$ cat src/rtl/key_debounce.sv
// key_debounce: synchronise, debounce and pulse-encode active-low push-buttons with optional auto-repeat
//
// Ports:
//   clk_50m     - system clock (50 MHz)
//   rst         - synchronous active-high reset
//   key_in      - raw active-low, asynchronous, bouncing button levels
//   key_pulse_n - one-cycle low pulse per accepted press or auto-repeat, idles high
//   key_level_n - debounced level, low while a key is considered held
module key_debounce #(
    parameter int                N_KEYS        = 4,
    parameter int                DEB_CYCLES    = 1_000_000,
    parameter int                REPEAT_DELAY  = 25_000_000,
    parameter int                REPEAT_PERIOD = 5_000_000,
    parameter logic [N_KEYS-1:0] REPEAT_MASK   = 4'b0100
) (
    input  logic              clk_50m,
    input  logic              rst,
    input  logic [N_KEYS-1:0] key_in,
    output logic [N_KEYS-1:0] key_pulse_n,
    output logic [N_KEYS-1:0] key_level_n
);
    localparam int MAXP = (DEB_CYCLES > REPEAT_DELAY)
                        ? ((DEB_CYCLES > REPEAT_PERIOD) ? DEB_CYCLES : REPEAT_PERIOD)
                        : ((REPEAT_DELAY > REPEAT_PERIOD) ? REPEAT_DELAY : REPEAT_PERIOD);
    localparam int CW = (MAXP > 1) ? $clog2(MAXP) : 1;

    typedef enum logic [1:0] {IDLE, PRESS_DB, HELD, REL_DB} state_t;

    logic [N_KEYS-1:0] key_m, key_s;

    always_ff @(posedge clk_50m) begin
        if (rst) begin
            key_m <= '1;
            key_s <= '1;
        end else begin
            key_m <= key_in;
            key_s <= key_m;
        end
    end

    for (genvar i = 0; i < N_KEYS; i++) begin : g_ch
        state_t        state, state_nxt;
        logic [CW-1:0] deb_cnt, deb_nxt, rep_cnt, rep_nxt;
        logic          first_rep, first_nxt;
        logic          pulse_q, pulse_nxt, level_q, level_nxt;
        logic          deb_done, rep_hit;

        assign deb_done = deb_cnt == CW'(DEB_CYCLES - 1);
        // The first repeat waits the long delay; later ones use the short period.
        assign rep_hit  = rep_cnt == (first_rep ? CW'(REPEAT_PERIOD - 1) : CW'(REPEAT_DELAY - 1));

        always_ff @(posedge clk_50m) begin
            if (rst) begin
                state     <= IDLE;
                deb_cnt   <= '0;
                rep_cnt   <= '0;
                first_rep <= 1'b0;
                pulse_q   <= 1'b1;
                level_q   <= 1'b1;
            end else begin
                state     <= state_nxt;
                deb_cnt   <= deb_nxt;
                rep_cnt   <= rep_nxt;
                first_rep <= first_nxt;
                pulse_q   <= pulse_nxt;
                level_q   <= level_nxt;
            end
        end

        always_comb begin
            state_nxt = state;
            deb_nxt   = deb_cnt;
            rep_nxt   = rep_cnt;
            first_nxt = first_rep;
            case (state)
                IDLE: begin
                    if (!key_s[i]) begin
                        state_nxt = PRESS_DB;
                        deb_nxt   = CW'(1);
                    end
                end
                PRESS_DB: begin
                    if (key_s[i]) begin
                        state_nxt = IDLE;
                    end else if (deb_done) begin
                        state_nxt = HELD;
                        rep_nxt   = '0;
                        first_nxt = 1'b0;
                    end else begin
                        deb_nxt = deb_cnt + 1'b1;
                    end
                end
                HELD: begin
                    if (key_s[i]) begin
                        state_nxt = REL_DB;
                        deb_nxt   = CW'(1);
                    end else if (REPEAT_MASK[i]) begin
                        rep_nxt   = rep_hit ? '0 : rep_cnt + 1'b1;
                        first_nxt = first_rep | rep_hit;
                    end
                end
                REL_DB: begin
                    // A bounce back to pressed restarts the repeat schedule from scratch.
                    if (!key_s[i]) begin
                        state_nxt = HELD;
                        rep_nxt   = '0;
                        first_nxt = 1'b0;
                    end else if (deb_done) begin
                        state_nxt = IDLE;
                    end else begin
                        deb_nxt = deb_cnt + 1'b1;
                    end
                end
                default: state_nxt = IDLE;
            endcase
        end

        always_comb begin
            pulse_nxt = !((state == PRESS_DB && !key_s[i] && deb_done) ||
                          (state == HELD && !key_s[i] && REPEAT_MASK[i] && rep_hit));
            level_nxt = (state_nxt == IDLE) || (state_nxt == PRESS_DB);
        end

        assign key_pulse_n[i] = pulse_q;
        assign key_level_n[i] = level_q;
    end
endmodule

$ cat config.mk
export PLATFORM = sky130hd
export DESIGN_NAME = key_debounce
export DESIGN_NICKNAME = d
export VERILOG_FILES = /design/src/rtl/key_debounce.sv
export SDC_FILE = /design/constraint.sdc
export NUM_CORES = 1
export LEC_CHECK = 0
export BUFFER_PORTS_ARGS = -buffer_cell sky130_fd_sc_hd__buf_4
export CELL_PAD_IN_SITES_DETAIL_PLACEMENT = 2
export CELL_PAD_IN_SITES_GLOBAL_PLACEMENT = 2
export CORE_AREA = 4 4 144 146
export CTS_CLUSTER_SIZE = 14
export DETAILED_ROUTE_END_ITERATION = 6
export DIE_AREA = 0 0 148 150
export PLACE_DENSITY = 0.9
export SYNTH_ARGS = -nofsm -noshare
export SYNTH_HDL_FRONTEND = slang
export SYNTH_SLANG_ARGS = --single-unit
$ cat constraint.sdc
create_clock -name clk_50m -period 4.3 [get_ports clk_50m]
set_input_delay 0 -clock clk_50m [delete_from_list [all_inputs] [get_ports clk_50m]]
set_output_delay 0 -clock clk_50m [all_outputs]
set_load 0.02 [all_outputs]
==> results of run 1 <==
layer usage:
| layer | vias up | wire length [um] | GRT usage |
|---|---|---|---|
| li1 | 3378 | - | - |
| met1 | 3819 | 11760 | 0.3157 |
| met2 | 204 | 14700 | 0.4654 |
| met3 | 73 | 1148 | 0.04573 |
| met4 | 0 | 898 | 0.1072 |
| met5 | - | 0 | 0 |
flip-flops by register name, indices dropped and copies added, names as in the netlist:
name,count
g_ch.first_rep,1
g_ch.rep_cnt,25
g_ch.deb_cnt,100
g_ch.level_q,4
g_ch.state,8
g_ch.pulse_q,4
key_m,4
key_s,4
stage by stage:
stage                     setup slack (ns)    util  cell area [sq um]
after floorplan                      2.234       -               7645
after CTS                            1.559  0.4372               8482
after detailed placement             1.731  0.4054               7865
after global routing                 1.274  0.4372               8482
after global placement               1.808  0.4054               7865
final                                1.350  0.4372               8482
power by group through the flow:
stage	clock [uW]	combinational, uW	sequential [uW]
floorplan	0	54.9	1430
global placement	0	73.0	1430
detailed placement	0	76.2	1430
CTS	1560	82.0	1400
global route	1620	90.1	1400
finish	1530	83.3	1400
synthesized netlist by cell type, types with 9 or more instances:
library cell,number
sky130_fd_sc_hd__buf_2,9
sky130_fd_sc_hd__nand3_1,70
sky130_fd_sc_hd__or4_1,22
sky130_fd_sc_hd__and3_1,20
sky130_fd_sc_hd__nor2_1,79
sky130_fd_sc_hd__o31ai_1,18
sky130_fd_sc_hd__xnor2_1,16
sky130_fd_sc_hd__o21ai_0,33
sky130_fd_sc_hd__clkbuf_1,25
sky130_fd_sc_hd__or3_1,19
sky130_fd_sc_hd__nor3_1,18
sky130_fd_sc_hd__inv_1,18
sky130_fd_sc_hd__xor2_1,32
sky130_fd_sc_hd__nand2_1,84
sky130_fd_sc_hd__buf_4,9
sky130_fd_sc_hd__o211ai_1,17
sky130_fd_sc_hd__and4_1,10
sky130_fd_sc_hd__dfxtp_1,150
sky130_fd_sc_hd__nand4b_1,10
sky130_fd_sc_hd__a21oi_1,44
sky130_fd_sc_hd__nand4_1,47
sky130_fd_sc_hd__nor4_1,16
sky130_fd_sc_hd__a31oi_1,10
sky130_fd_sc_hd__and2_1,9
cells by family after synthesis:
| logic type | count (synthesis) | share of synthesized area |
|---|---|---|
| and+or+nand+nor | 463 | 0.3398 |
| AOI/OAI and AO/OA | 166 | 0.1409 |
| DFF | 150 | 0.3928 |
| buffers and inverters | 71 | 0.05073 |
| xor gates and xnor gates | 49 | 0.05712 |
| muxes | 8 | 0.01048 |
| adders and majority gates | 5 | 0.008183 |
worst paths after layout:
check | start | endpoint | cells after the start | slack, ns
worst max-delay path | g_ch[2].rep_cnt[14] | g_ch[2].rep_cnt[24] | 6 | 1.35
worst min-delay path | rst | g_ch[0].state[0] | 2 | 0.05
worst max register to register | g_ch[2].rep_cnt[14] | g_ch[2].rep_cnt[24] | 6 | 1.35
worst min register to register | key_m[0] | key_s[0] | 1 | 0.43
layout make-up:
class,count,area (sq um),share of cell area
flip-flops and latches,150,3003,0.3540
clock buffers,21,450.4,0.05311
repair buffers,29,227.7,0.02685
clock inverters,11,126.4,0.01490
inverters,19,71.32,0.008408
multi-input cells,691,4272,0.5036
well taps,265,331.6,0.03909
critical path: stages, from the launching register on:
cell,delay [ns]
sky130_fd_sc_hd__dfxtp_1,0.42
sky130_fd_sc_hd__or4bb_1,0.57
sky130_fd_sc_hd__nor4_2,0.47
sky130_fd_sc_hd__o2111ai_2,0.53
sky130_fd_sc_hd__buf_4,0.41
sky130_fd_sc_hd__a31oi_1,0.19
sky130_fd_sc_hd__o21ai_0,0.19
timing repair:
item,4_1_cts,5_1_grt
buffers inserted,0,0
hold buffers,4,0
hold endpoints to repair,4,0
==> run metrics, run 1 <==
start-to-end type of the worst setup path register to register; TritonCTS Buffers 17; power density over cell area 356.2 mW/mm^2; post-layout net count 919; leftover overflow at the end of global routing 0; total chip power around 3000 uW; sum of routed wire length over all layers 28,500 um; placeable core region 0.01940 sq mm; Area Growth Syn to Fin 10.95%; setup tns final 0 ns; Post-synth EDFFs 0; maximum clock insertion buffer count 2; startpoint type of the worst setup path register; DRC violation count after routing 0; Routability Congestion between 0.7 and 0.8; Yosys top cell area share 0.3928; number of nets still failing antenna checks after routing 0; Sequential Power Share 0.464; number of max-capacitance violations reported 0; achievable clock frequency 339.0 MHz; most frequent cells in the layout sky130_fd_sc_hd__dfxtp_1, sky130_fd_sc_hd__nand2_1, sky130_fd_sc_hd__nor2_1; sequential area share after synthesis 0.3928; kind of capture point of the worst setup path register; final clock skew 0.01752 ns; required time at the endpoint of the critical path around 4.6 ns; Final Hold Vio Count 0; Post-Synthesis Net Count between 900 and 1,000; fillers 2,158; clock latency on the worst-skew pair 0.45 ns; Yosys warning count 0; total net switching power approximately 730 uW; highest net fanout along the worst path 26; die outline area 0.02220 sq mm; unrepaired setup endpoints after global routing no; total clock sinks 150; number of failing setup endpoints in the final timing report 0; Detail Placement HPWL around 16,000 um; Synth cell types 75; switching power as a share of total power 0.2423; worst slew margin relative to its limit 0.2856; first-pass iteration count of the detailed router 5; design internal power 2289 uW; Comb pwr share 0.028; number of synthesized register bits 150; global-route wire length before repair 46,510 um; top cells by area in the synthesized netlist sky130_fd_sc_hd__dfxtp_1, sky130_fd_sc_hd__nand3_1, sky130_fd_sc_hd__nand2_1, sky130_fd_sc_hd__nor2_1, sky130_fd_sc_hd__nand4_1; initial antenna violation count 0; all-layer global routing usage 0.2629; LEAKAGE ~0.0027 uW; DR iter-0 viols 510; worst hold slack 0.05043 ns; post-synth top area cell sky130_fd_sc_hd__dfxtp_1; Via-to-Cell Ratio 6.302; synthesized area divided by synthesized cell count 8.382 sq um; maximum ir drop on the vdd rail 0.2501 mV; I/O Pins 14; starting density of the core 0.3941; Final Slew Violations 0; total vias in the final route 7,474; crit share post-route 0.6860; count of buffers inserted at the top-level ports 13; clock share of power 0.508; minimum clock period after layout 2.950 ns; synthesized instance count approximately 910; clock tree from TritonCTS yes; most common cell after layout, fill and taps aside sky130_fd_sc_hd__dfxtp_1; non-filler cells in the finished layout 1,186; slew at the pin closest to its max-slew limit between 1 and 1.5 ns; outcome finished, final reports clean; number of antenna repair diodes 0; largest net degree at the start of global routing 46; total of cells resized after clock tree synthesis 0; Die Ht 150 um; async set-reset flop share out of synthesis 0; post-DR wirelength/cell about 24 um; Synth Cell Area 0.007645 sq mm; clock slew at the register clock pins of the worst setup and hold paths 0.07 ns; Post-synth top flop sky130_fd_sc_hd__dfxtp_1; clock tree root buffer cell sky130_fd_sc_hd__clkbuf_16; vias in the first global route 8,077; layout cell share with drive strength beyond 1 0.1086; Placed Cells incl. Taps 1,150; CP Data Arrival Time 3.24 ns; floorplan row count 51; H-tree lvl count 4; Hold Path Class input port to register; Die Span X 148 um
No activity file was read; power rests on OpenSTA's default activity.
==> inputs of run 2 (changes only) <==
CORE_AREA = 4 4 146 148   (was 4 4 144 146)
DIE_AREA = 0 0 150 152   (was 0 0 148 150)
PLACE_DENSITY = 0.88   (was 0.9)
clock period = 2.95 ns   (was 4.3 ns; I/O delays follow)
==> run metrics, run 2 (synthesis results as in run 1) <==
switching power as a share of total power 0.2245 (was 0.2423); Sequential Power Share 0.460 (was 0.464); sum of routed wire length over all layers 24,180 um (was 28,500 um); crit share post-route 0.8850 (was 0.6860); final clock skew 0.01142 ns (was 0.01752 ns); TritonCTS Buffers 17 (unchanged); non-filler cells in the finished layout 1,204 (was 1,186); Detail Placement HPWL 15,590 um (was 16,220 um); footprint of the flip-flops and latches 0.003003 sq mm (unchanged); Comb pwr share 0.027 (was 0.028); Final Hold Vio Count 0 (unchanged); worst hold slack 0.3013 ns (was 0.05043 ns); DR iter-0 viols 322 (was 510); Area Growth Syn to Fin 12.85% (was 10.95%); largest net degree at the start of global routing 25 (was 46); LEAKAGE 0.002742 uW (was 0.002656 uW); Die Ht 152 um (was 150 um); maximum ir drop on the vdd rail 0.3204 mV (was 0.2501 mV); design internal power 3450 uW (was 2289 uW); initial antenna violation count 0 (unchanged); maximum clock insertion buffer count 2 (unchanged); number of antenna repair diodes 0 (unchanged); global-route wire length before repair 41,060 um (was 46,510 um); total vias in the final route 7,170 (was 7,474); clock tree from TritonCTS yes (unchanged); vias in the first global route 7,881 (was 8,077); number of nets still failing antenna checks after routing 0 (unchanged); fillers 2,274 (was 2,158); all-layer global routing usage 0.2170 (was 0.2629); highest net fanout along the worst path 21 (was 26); die outline area 0.02280 sq mm (was 0.02220 sq mm); Final Slew Violations 0 (unchanged); I/O Pins 14 (unchanged); starting density of the core 0.3815 (was 0.3941); clock share of power 0.513 (was 0.508); Die Span X 150 um (was 148 um); registers with the most flip-flops g_ch.deb_cnt x100, g_ch.rep_cnt x25, g_ch.state x8 (unchanged); floorplan row count 52 (was 51); Placed Cells incl. Taps 1,168 (was 1,150); slew at the pin closest to its max-slew limit 1.063 ns (was 1.068 ns); leftover overflow at the end of global routing 0 (unchanged); total net switching power 998.7 uW (was 732.2 uW); number of flip-flops under the largest register name 100 (unchanged); unrepaired setup endpoints after global routing no (unchanged); clock tree root buffer cell sky130_fd_sc_hd__clkbuf_16 (unchanged); outcome finished, final reports clean (unchanged); slack of the worst reg-to-reg path 0.34 ns (was 1.35 ns); number of failing setup endpoints in the final timing report 0 (unchanged); minimum clock period after layout 2.611 ns (was 2.950 ns); clock slew at the register clock pins of the worst setup and hold paths 0.06 ns (was 0.07 ns); most common cell after layout, fill and taps aside sky130_fd_sc_hd__dfxtp_1 (unchanged); CP Data Arrival Time 2.95 ns (was 3.24 ns); total of cells resized after clock tree synthesis 0 (unchanged); area of the multi-input gates 0.004272 sq mm (unchanged); setup tns final 0 ns (unchanged); share of the core filled with cells 0.4305 (was 0.4372); register name with the most flops g_ch.deb_cnt (unchanged); count of buffers inserted at the top-level ports 13 (unchanged); startpoint type of the worst setup path register (unchanged); required time at the endpoint of the critical path 3.29 ns (was 4.59 ns); H-tree lvl count 4 (unchanged); Hold Path Class input port to register (unchanged); Via-to-Cell Ratio 5.955 (was 6.302); kind of capture point of the worst setup path register (unchanged); post-layout net count 933 (was 919); achievable clock frequency 383.0 MHz (was 339.0 MHz); layout cell share with drive strength beyond 1 0.1210 (was 0.1086); DRC violation count after routing 0 (unchanged); most frequent cells in the layout sky130_fd_sc_hd__dfxtp_1, sky130_fd_sc_hd__nand2_1, sky130_fd_sc_hd__nor2_1 (unchanged); number of max-capacitance violations reported 0 (unchanged); post-DR wirelength/cell 20.08 um (was 24.03 um); total clock sinks 150 (unchanged); start-to-end type of the worst setup path register to register (unchanged); first-pass iteration count of the detailed router 5 (unchanged); worst slew margin relative to its limit 0.2888 (was 0.2856); power density over cell area 515.7 mW/mm^2 (was 356.2 mW/mm^2); total chip power 4449 uW (was 3022 uW); Routability Congestion 0.7589 (was 0.7652); placeable core region 0.02004 sq mm (was 0.01940 sq mm); clock latency on the worst-skew pair 0.43 ns (was 0.45 ns)
==> run 2: cell count changes in the layout (fill, tap and decap cells not counted) <==
cell,previous run,this run
sky130_fd_sc_hd__dlygate4sd3_1,4,5
sky130_fd_sc_hd__bufinv_16,2,3
sky130_fd_sc_hd__clkinvlp_4,4,3
sky130_fd_sc_hd__clkbuf_8,1,2
sky130_fd_sc_hd__clkinv_4,2,3
sky130_fd_sc_hd__buf_4,25,38
sky130_fd_sc_hd__clkbuf_1,3,2
sky130_fd_sc_hd__clkinv_2,2,0
==> run 2: stage by stage <==
step                worst slack [ns]  area [sq um]
global placement              0.5308          7969
global route                  0.2110          8627
finish                        0.3393          8627
CTS                           0.3101          8627
floorplan                     0.8835          7645
detailed placement            0.3985          7969
==> run 2: path summary, 6_finish.rpt <==
check / end / startpoint / depth (start not counted)
max reg2reg: g_ch[2].rep_cnt[20] / g_ch[2].deb_cnt[0] / 6
min reg2reg: key_s[3] / key_m[3] / 1
min: key_m[2] / key_in[2] / 3
max: g_ch[2].rep_cnt[20] / g_ch[2].deb_cnt[0] / 6
==> run 2: layout make-up <==
type                            count  share of cell area
Tap cell                          270             0.03916
Clock inverter                     10             0.01711
Multi-Input combinational cell    691              0.4951
Sequential cell                   150              0.3481
Inverter                           19            0.008267
Timing Repair Buffer               43             0.03887
Clock buffer                       21             0.05337
==> run 2: power by group through the flow <==
stage	logic, uW	clock network (uW)	registers [uW]
after floorplan	80.1	0	2090
after detailed placement	115	0	2090
after global routing	134	2440	2050
after CTS	122	2340	2040
final	120	2280	2050
after global placement	111	0	2090
==> run 2: per-layer routing <==
metal / share of wire / track usage
met1: 0.44 / 0.2651
met3: 0.022 / 0.03485
met4: 0.014 / 0.06013
met5: 0 / 0
met2: 0.53 / 0.3910
==> run 2: critical path: stages, from the launching register on <==
cell and delay, ns:
sky130_fd_sc_hd__dfxtp_1 0.35, sky130_fd_sc_hd__ha_1 0.26, sky130_fd_sc_hd__and4_1 0.29, sky130_fd_sc_hd__and4_1 0.33, sky130_fd_sc_hd__a211oi_4 0.92, sky130_fd_sc_hd__a31oi_1 0.14, sky130_fd_sc_hd__mux2i_1 0.22
==> run 2: repair_timing <==
item,in CTS,in global routing
setup buffers,0,0
hold buffers,5,0
hold endpoints to repair,11,0
